<file path="src/rtl/demorgan_pkg.sv">
// ============================================================================
// Module : demorgan_pkg
// Brief  : Shared types, result-bit indices and golden model for the sweep controller.
// Rev    : 1.0
// ============================================================================
`default_nettype none

package demorgan_pkg;

    typedef enum logic [1:0] {
        ST_IDLE   = 2'd0,
        ST_APPLY  = 2'd1,
        ST_SAMPLE = 2'd2,
        ST_DONE   = 2'd3
    } state_e;

    localparam int RES_NA      = 0;
    localparam int RES_NB      = 1;
    localparam int RES_NANDNB  = 2;
    localparam int RES_AANDB   = 3;
    localparam int RES_NAB     = 4;
    localparam int RES_NAORNB  = 5;
    localparam int RES_AORB    = 6;
    localparam int RES_NAORB   = 7;

    function automatic logic [7:0] golden(input logic a, input logic b);
        logic [7:0] r;
        r             = '0;
        r[RES_NA]     = ~a;
        r[RES_NB]     = ~b;
        r[RES_NANDNB] = ~a & ~b;
        r[RES_AANDB]  = a & b;
        r[RES_NAB]    = ~(a & b);
        r[RES_NAORNB] = ~a | ~b;
        r[RES_AORB]   = a | b;
        r[RES_NAORB]  = ~(a | b);
        return r;
    endfunction

endpackage

`default_nettype wire

</file>
<file path="src/rtl/demorgan_vec_counter.sv">
// ============================================================================
// Module : demorgan_vec_counter
// Brief  : Vector index / sweep counter with wrap and last-vector flag.
// Rev    : 1.0
// ============================================================================
`default_nettype none

module demorgan_vec_counter #(
    parameter int REPEAT = 1
) (
    input  logic       clk,
    input  logic       rst_n,
    input  logic       clr_i,
    input  logic       adv_i,
    output logic [1:0] idx_o,
    output logic       last_o
);

    localparam int SWEEP_W = (REPEAT > 1) ? $clog2(REPEAT) : 1;

    logic [1:0]         idx_q,   idx_d;
    logic [SWEEP_W-1:0] sweep_q, sweep_d;

    assign last_o = (idx_q == 2'd3) && (sweep_q == SWEEP_W'(REPEAT - 1));
    assign idx_o  = idx_q;

    // Advancing past the last vector is a no-op; the controller leaves via DONE instead.
    always_comb begin
        idx_d   = idx_q;
        sweep_d = sweep_q;
        if (clr_i) begin
            idx_d   = 2'd0;
            sweep_d = '0;
        end else if (adv_i && !last_o) begin
            idx_d = idx_q + 2'd1;
            if (idx_q == 2'd3) begin
                sweep_d = sweep_q + SWEEP_W'(1);
            end
        end
    end

    always_ff @(posedge clk or negedge rst_n) begin
        if (!rst_n) begin
            idx_q   <= 2'd0;
            sweep_q <= '0;
        end else begin
            idx_q   <= idx_d;
            sweep_q <= sweep_d;
        end
    end

endmodule

`default_nettype wire

</file>
<file path="src/rtl/demorgan_sweep_ctrl.sv">
// ============================================================================
// Module : demorgan_sweep_ctrl
// Brief  : Self-test sequencer driving all {A,B} vectors into the demorgan gate block.
// Rev    : 1.0
// ============================================================================
`default_nettype none

module demorgan_sweep_ctrl
    import demorgan_pkg::*;
#(
    parameter int SETTLE_CYCLES = 1,
    parameter int REPEAT        = 1
) (
    input  logic       clk,
    input  logic       rst_n,
    input  logic       start_i,
    input  logic       abort_i,
    output logic       dut_a_o,
    output logic       dut_b_o,
    input  logic [7:0] dut_res_i,
    output logic       busy_o,
    output logic       done_o,
    output logic       pass_o,
    output logic [3:0] fail_mask_o,
    output logic [7:0] err_count_o
);

    localparam int SETTLE_W = (SETTLE_CYCLES > 1) ? $clog2(SETTLE_CYCLES) : 1;

    state_e              state_q, state_d;
    logic [SETTLE_W-1:0] settle_q, settle_d;
    logic [3:0]          mask_q, mask_d;
    logic [7:0]          err_q, err_d;
    logic                pass_q, pass_d;

    logic       cnt_clr;
    logic       cnt_adv;
    logic [1:0] idx;
    logic       last_vec;
    logic       mismatch;

    demorgan_vec_counter #(
        .REPEAT (REPEAT)
    ) u_vec_counter (
        .clk    (clk),
        .rst_n  (rst_n),
        .clr_i  (cnt_clr),
        .adv_i  (cnt_adv),
        .idx_o  (idx),
        .last_o (last_vec)
    );

    assign mismatch = (dut_res_i != golden(idx[1], idx[0]));

    always_comb begin
        state_d  = state_q;
        settle_d = settle_q;
        mask_d   = mask_q;
        err_d    = err_q;
        pass_d   = pass_q;
        cnt_clr  = 1'b0;
        cnt_adv  = 1'b0;

        // Abort takes priority over everything in a busy state; clearing the counter
        // also returns the gate inputs to 00. Partial results are kept.
        if (state_q != ST_IDLE && abort_i) begin
            state_d  = ST_IDLE;
            settle_d = '0;
            pass_d   = 1'b0;
            cnt_clr  = 1'b1;
        end else begin
            case (state_q)
                ST_IDLE: begin
                    if (start_i) begin
                        state_d  = ST_APPLY;
                        settle_d = '0;
                        mask_d   = 4'd0;
                        err_d    = 8'd0;
                        pass_d   = 1'b0;
                        cnt_clr  = 1'b1;
                    end
                end
                ST_APPLY: begin
                    if (settle_q == SETTLE_W'(SETTLE_CYCLES - 1)) begin
                        settle_d = '0;
                        state_d  = ST_SAMPLE;
                    end else begin
                        settle_d = settle_q + SETTLE_W'(1);
                    end
                end
                ST_SAMPLE: begin
                    if (mismatch) begin
                        mask_d[idx] = 1'b1;
                        if (err_q != 8'hFF) begin
                            err_d = err_q + 8'd1;
                        end
                    end
                    if (last_vec) begin
                        state_d = ST_DONE;
                        pass_d  = (mask_d == 4'd0);
                    end else begin
                        cnt_adv = 1'b1;
                        state_d = ST_APPLY;
                    end
                end
                ST_DONE: begin
                    state_d = ST_IDLE;
                end
                default: begin
                    state_d = ST_IDLE;
                end
            endcase
        end
    end

    always_ff @(posedge clk or negedge rst_n) begin
        if (!rst_n) begin
            state_q  <= ST_IDLE;
            settle_q <= '0;
            mask_q   <= 4'd0;
            err_q    <= 8'd0;
            pass_q   <= 1'b0;
        end else begin
            state_q  <= state_d;
            settle_q <= settle_d;
            mask_q   <= mask_d;
            err_q    <= err_d;
            pass_q   <= pass_d;
        end
    end

    assign dut_a_o     = idx[1];
    assign dut_b_o     = idx[0];
    assign busy_o      = (state_q != ST_IDLE);
    assign done_o      = (state_q == ST_DONE);
    assign pass_o      = pass_q;
    assign fail_mask_o = mask_q;
    assign err_count_o = err_q;

endmodule

`default_nettype wire

</file>
<file path="config.mk">
export PLATFORM = sky130hd
export DESIGN_NAME = demorgan_sweep_ctrl
export DESIGN_NICKNAME = d
export VERILOG_FILES = /design/src/rtl/demorgan_pkg.sv /design/src/rtl/demorgan_vec_counter.sv /design/src/rtl/demorgan_sweep_ctrl.sv
export SDC_FILE = /design/constraint.sdc
export NUM_CORES = 1
export LEC_CHECK = 0
export BUFFER_PORTS_ARGS = -buffer_cell sky130_fd_sc_hd__buf_4
export CORE_ASPECT_RATIO = 0.75
export CORE_MARGIN = 3
export CORE_UTILIZATION = 50
export CTS_BUF_LIST = sky130_fd_sc_hd__clkbuf_16
export DETAILED_ROUTE_END_ITERATION = 8
export PLACE_DENSITY = 0.77
export REMOVE_ABC_BUFFERS = 1
export SYNTH_ARGS = -nofsm -noshare
export SYNTH_HDL_FRONTEND = slang
export SYNTH_SLANG_ARGS = --single-unit
</file>
<file path="constraint.sdc">
create_clock -name clk -period 2.41 [get_ports clk]
set_input_delay 0.482 -clock clk [delete_from_list [all_inputs] [get_ports clk]]
set_output_delay 0.482 -clock clk [all_outputs]
set_load 0.1 [all_outputs]
</file>
# Word level (Yosys, flattened, before mapping)
# Cells that the tools add are included.
[classes]
magnitude_cmp = 2
n_reduce_logical = 19
shift = 0
n_addsub = 4
bitwise_logic = 11
muxes = 34
n_div = 0
multipliers = 0
n_eq_ne = 12
[ops]
columns = ["op", "count"]
rows = [
  ["two-way mux 8 bit", 3],
  ["two-way mux 4 bit", 4],
  ["case mux 8 bit (2 select lines)", 1],
  ["two-way mux 1 bit", 15],
  ["two-way mux 2 bit", 6],
  ["adder 8 x 1 -> 8 bit, second input constant", 1],
  ["!= test 8 bit", 1],
  ["!= test 8 bit, second input constant", 1],
  ["case mux 2 bit (4 select lines)", 1],
  ["case mux 4 bit (2 select lines)", 1],
  ["nonzero test 2 bit", 4],
  ["equality test 2 bit, second input constant", 3],
  ["!= test 2 bit, second input constant", 3],
  ["!= test 3 bit, second input constant", 2],
  ["NOT 1 bit", 6],
  ["AND reduction 2 bit", 3],
  ["AND reduction 3 bit", 2],
  ["nonzero test 3 bit", 2],
  ["AND reduction 5 bit", 1],
  ["logical AND 1 bit", 4],
  ["logical NOT 4 bit", 1],
  ["bitwise OR 4 bit", 1],
  ["case mux 1 bit (2 select lines)", 2],
  ["less-than comparator 2 x 3 -> 1 bit, second input constant", 1],
  ["10 further kinds", 13],
]
[word_totals]
latchBits = 0
ram_bits = 0
reg_bits = 19
input_bits = 12
mem_bits_ro = 0
output_inout_bits = 17
mem_count = 0
wordCells = 89

# Longest topological paths before layout
[depth]
depth_word = 12
depth_mapped = 8
depth_no_buf = 7

# By module
# From an unflattened synthesis, not the netlist that was laid out.
[hier_totals]
cells_unflattened = 114
area_unflattened_um2 = 1102.3
[by_module_without_submodules]
columns = ["module", "area_each_um2", "n_inst", "cells_each"]
rows = [
  ["demorgan_sweep_ctrl", 928.4, 1, 100],
  ["demorgan_vec_counter", 173.9, 1, 14],
]

# Worst setup path after synthesis
# Ideal clock, no wire load.
[synth_timing]
path_kind = "register -> register"
from = "reg u_vec_counter.idx_q[0], in the netlist u_vec_counter.idx_o[0]"
to = "reg err_q[0], in the netlist err_count_o[0]"
n_path_buf = 1
setup_ns = 0.120
stages_incl_launch_ff = 9
arrival_ns = 2.673
path_slack_ns = -0.383
cell_sequence = "dfrtp_1 inv_1 ha_1 nor4b_1 o211ai_1 o22ai_2 buf_2 nor3_1 a21o_1"
[synth_via]
elab_chain_cells = 5
elab_cells_between_ends = 10
[synth_lines]
columns = ["item", "line_no", "source"]
rows = [
  ["start, declared", "demorgan_vec_counter.sv:21", "logic [1:0] idx_q, idx_d;"],
  ["start signal, assigned", "demorgan_vec_counter.sv:47", "idx_q <= idx_d;"],
  ["NOT 1 bit, or another cell as far along", "demorgan_pkg.sv:30, demorgan_pkg.sv:31, demorgan_pkg.sv:34", ""],
  ["bitwise AND 1 bit, or another cell as far along", "demorgan_pkg.sv:31", "r[RES_NANDNB] = ~a & ~b;"],
  ["!= test 8 bit *", "demorgan_sweep_ctrl.sv:53", "assign mismatch = (dut_res_i != golden(idx[1], idx[0]));"],
  ["!= test 2 bit (no line) *", "--", ""],
  ["AND reduction 5 bit (no line) *", "--", ""],
  ["end signal, assigned", "demorgan_sweep_ctrl.sv:127", "err_q <= err_d;"],
  ["end, declared", "demorgan_sweep_ctrl.sv:33", "logic [7:0] err_q, err_d;"],
]
# Mark *: on every way between the ends. The rest lies on a longest branch, timed or not.
# A chain may end at the register's enable or synchronous reset.

# Worst setup path after layout
[layout_timing]
from = "reg u_vec_counter.idx_q[0], in the netlist u_vec_counter.idx_o[0]"
to = "reg err_q[5], in the netlist err_count_o[5]"
# The elaborated chain is that of the path after synthesis.

==> flow_summary_export.csv <==
group,metric,value,unit
setup_path,path_cells,"inv_1, ha_1, and4b_1, o211ai_1, o22ai_4, or4_1, a21oi_1",
grt,grt_util_met3,0.05322,
finish,drive_gt1_frac,0.2635,
yosys,synth_area,1070,µm²
yosys,yosysMostFrequentCell,"dfrtp_1",
grt,grt_max_degree,19,
timing,report.final.slew_viol_count,0,
finish,areaGrowthSynthToFinish,31.58,%
timing,fin_skew,2.227,ps
power_and_ir_drop,p_clk_frac,0.367,
timing,setup_viol,0,
routing,wl_per_cell,15.38,µm
clock_tree,cts_made_buffers,3,
outcome,outcome,"finished clean",
timing,rsz0062_at_grt,"no",
setup_path,crit_type,"flip-flop to flip-flop",
place,gp_congestion,0.8119,
die,die_y,46.06,µm
die,io_pins,29,
yosys,synth_edf_count,0,
yosys,postSynth.asyncResetShare,1.000,
grt,use_met1,0.2909,
clock_tree,cts-root-buf,"clkbuf_16",
die,dieWidth,59.41,µm
yosys,synth_area_leader_cell,"dfrtp_1",
die,start_util,0.5719,
yosys,synth_area_leaders,"dfrtp_1 42%, ha_1 7.0%, a21oi_1 5.1%",
grt,grt_antenna_before_repair,0,
power_and_ir_drop,p_per_area,633.7,nW/µm²
power_and_ir_drop,p_switching,293.0,µW
yosys,synth_warnings,0,
job,cap_violations,0,
clock_tree,clock_path_buffers,2,
die,fp.coreArea,1871,µm²
yosys,synthTopCellsByCount,"18 x dfrtp_1, 11 x a21oi_1, 11 x nor2_1",
timing,post-route-period-util,0.9192,
finish,n_fill_cell,126,
routing,first_pass_iters,4,
timing,hold_violations,0,
timing,whs,94.40,ps
routing,totalWireLength,2614,µm
yosys,syn_area_per_cell,9.222,µm²
power_and_ir_drop,p_sw_frac,0.3285,
power_and_ir_drop,p_seq_frac,0.375,
place,hpwl,1976,µm
min_path,hold_class,"input port to async pin",
setup_path,crit_arrival,2390,ps
timing,fmax,451.4,MHz
yosys,syn_inst,116,
clock_tree,cts_tree,"yes",
die,rows,13,
grt,grt_pass1_vias,947,
timing,slew_headroom,0.7296,
routing,drc_errors,0,
power_and_ir_drop,ir_worst_vdd,0.6462,mV
setup_path,reg2reg_slack,190,ps
grt,gr-total-overflow,0,
yosys,yosysSeqAreaShare,0.4211,
yosys,synth.distinct_cells,36,
clock_tree,cts_htree_levels,1,
clock_tree,clock_sinks,18,
setup_path,cp-end-kind,"flip-flop",
setup_path,setup.worst_path.start_class,"flip-flop",
yosys,synth_top_area_share,0.4211,
setup_path,critical-path-max-stage-delay,500,ps
grt,grt_pass1_wl,4402,µm
routing,drt_iter0_markers,55,
clock_tree,clk_pin_slew,50,ps
finish,layout.nets,167,
power_and_ir_drop,power_frac_comb,0.258,
routing,via_per_inst,5.888,
grt,grt_usage,0.2187,
die,die-area,2736,µm²
setup_path,critPathMaxFanout,16,
timing,timing.setup.tns,0,ps
setup_path,slowest_stage,"or4_1",
power_and_ir_drop,p_int,599.0,µW
yosys,synthFlopType,"dfrtp_1",
place,place.port_buffers,28,
timing,worst-slew-pin-transition,403.9,ps
grt,grt_use_met2,0.3529,
yosys,synth_seq_cells,18,
grt,busiest_layer,"met2",
routing,vias,1001,
routing,detail-route-antenna-nets,0,
timing,period_needed,2215,ps
power_and_ir_drop,leakagePower,0.6705,nW
finish,antenna_cells,0,
setup_path,worstPathRequired,2580,ps
clock_tree,clock_latency,250,ps
==> final cells by class <==
cell class	count	area, µm²	area share
multi-input combinational	90	600.6	0.4267
sequential	18	452.9	0.3218
timing repair buffer	30	225.2	0.1600
clock buffer	3	75.07	0.05333
tap	22	27.53	0.01956
inverter	6	22.52	0.01600
clock inverter	1	3.754	0.002667
==> power by group through the flow <==
stage / clock network, mW / registers [mW] / logic, mW
detailed placement: 0 / 0.338 / 0.224
global placement: 0 / 0.337 / 0.221
global route: 0.345 / 0.336 / 0.245
finish: 0.328 / 0.335 / 0.230
CTS: 0.336 / 0.333 / 0.228
floorplan: 0 / 0.393 / 0.100
==> critical path, delay by kind of cell, from the launching register on <==
kind	cells	cell delay, ps
fa+ha+maj	1	240
simple gates	2	730
flops	1	420
compound gates	3	630
buf+inv	1	110
==> registers in the layout, summed over array words and instances (netlist names) <==
register,cells
u_vec_counter.sweep_q,1
state_q,2
pass_o,1
err_count_o,8
fail_mask_o,4
u_vec_counter.idx_o,2
==> metrics by stage <==
step	worst slack, ps	util	cell area, µm²	std cells	total power, mW
2_1_floorplan	-364.6	-	1060	114	0.4937
3_3_place_gp	171.1	0.6977	1305	165	0.5577
3_5_place_dp	23.68	0.6977	1305	165	0.5618
4_1_cts	62.83	0.7438	1391	169	0.8966
5_1_grt	35.42	0.7525	1408	170	0.9268
6_report	194.6	0.7525	1408	170	0.8920
==> path summary, 6_finish.rpt <==
path,start,to,cells past startpoint
max reg2reg,u_vec_counter.idx_o[0],err_count_o[5],7
min,rst_n,err_count_o[7],1
min in group clk,abort_i,state_q[1],2
max,u_vec_counter.idx_o[0],err_count_o[5],7
min reg2reg,pass_o,pass_o,2
max in group asynchronous,rst_n,u_vec_counter.idx_o[1],1
==> placed cells by master, fill, tap and decap left out, drive strengths merged, types with 2 or more instances in the layout <==
master,n
nor2,11
xor2,3
nand2b,2
a21o,2
a21oi,11
nand3,4
o21ai,7
o211ai,2
o22ai,2
nand2,9
inv,6
clkbuf,3
o31ai,3
buf,30
xnor2,2
and2,2
ha,6
or3,4
dfrtp,18
nor3,4
==> kinds of logic after synthesis <==
logic type | Yosys count | share of synthesized area
adder cells (fa/ha/maj) | 6 | 0.07017
XOR/XNOR | 5 | 0.04094
flip-flops | 18 | 0.4211
AO/OA/AOI/OAI | 32 | 0.1965
AND/OR/NAND/NOR | 46 | 0.2316
multiplexers | 1 | 0.009357
buffers and inverters | 8 | 0.03041
==> routing by layer <==
| metal | share of wire | routed length, µm |
|---|---|---|
| met1 | 0.47 | 1236 |
| met4 | 0.0031 | 8 |
| met3 | 0.054 | 142 |
| met5 | 0 | 0 |
| met2 | 0.47 | 1226 |
==> what timing repair did <==
action                                 in CTS  in global routing
hold buffers                                0                  0
endpoints found under the hold margin       0                  0
setup endpoints to repair                   4                  9
gates resized for setup                     1                  3
pin swaps                                   0                  1
buffers inserted                            0                  1
cloned                                      0                  0
Power figures use the tool's default switching activity.
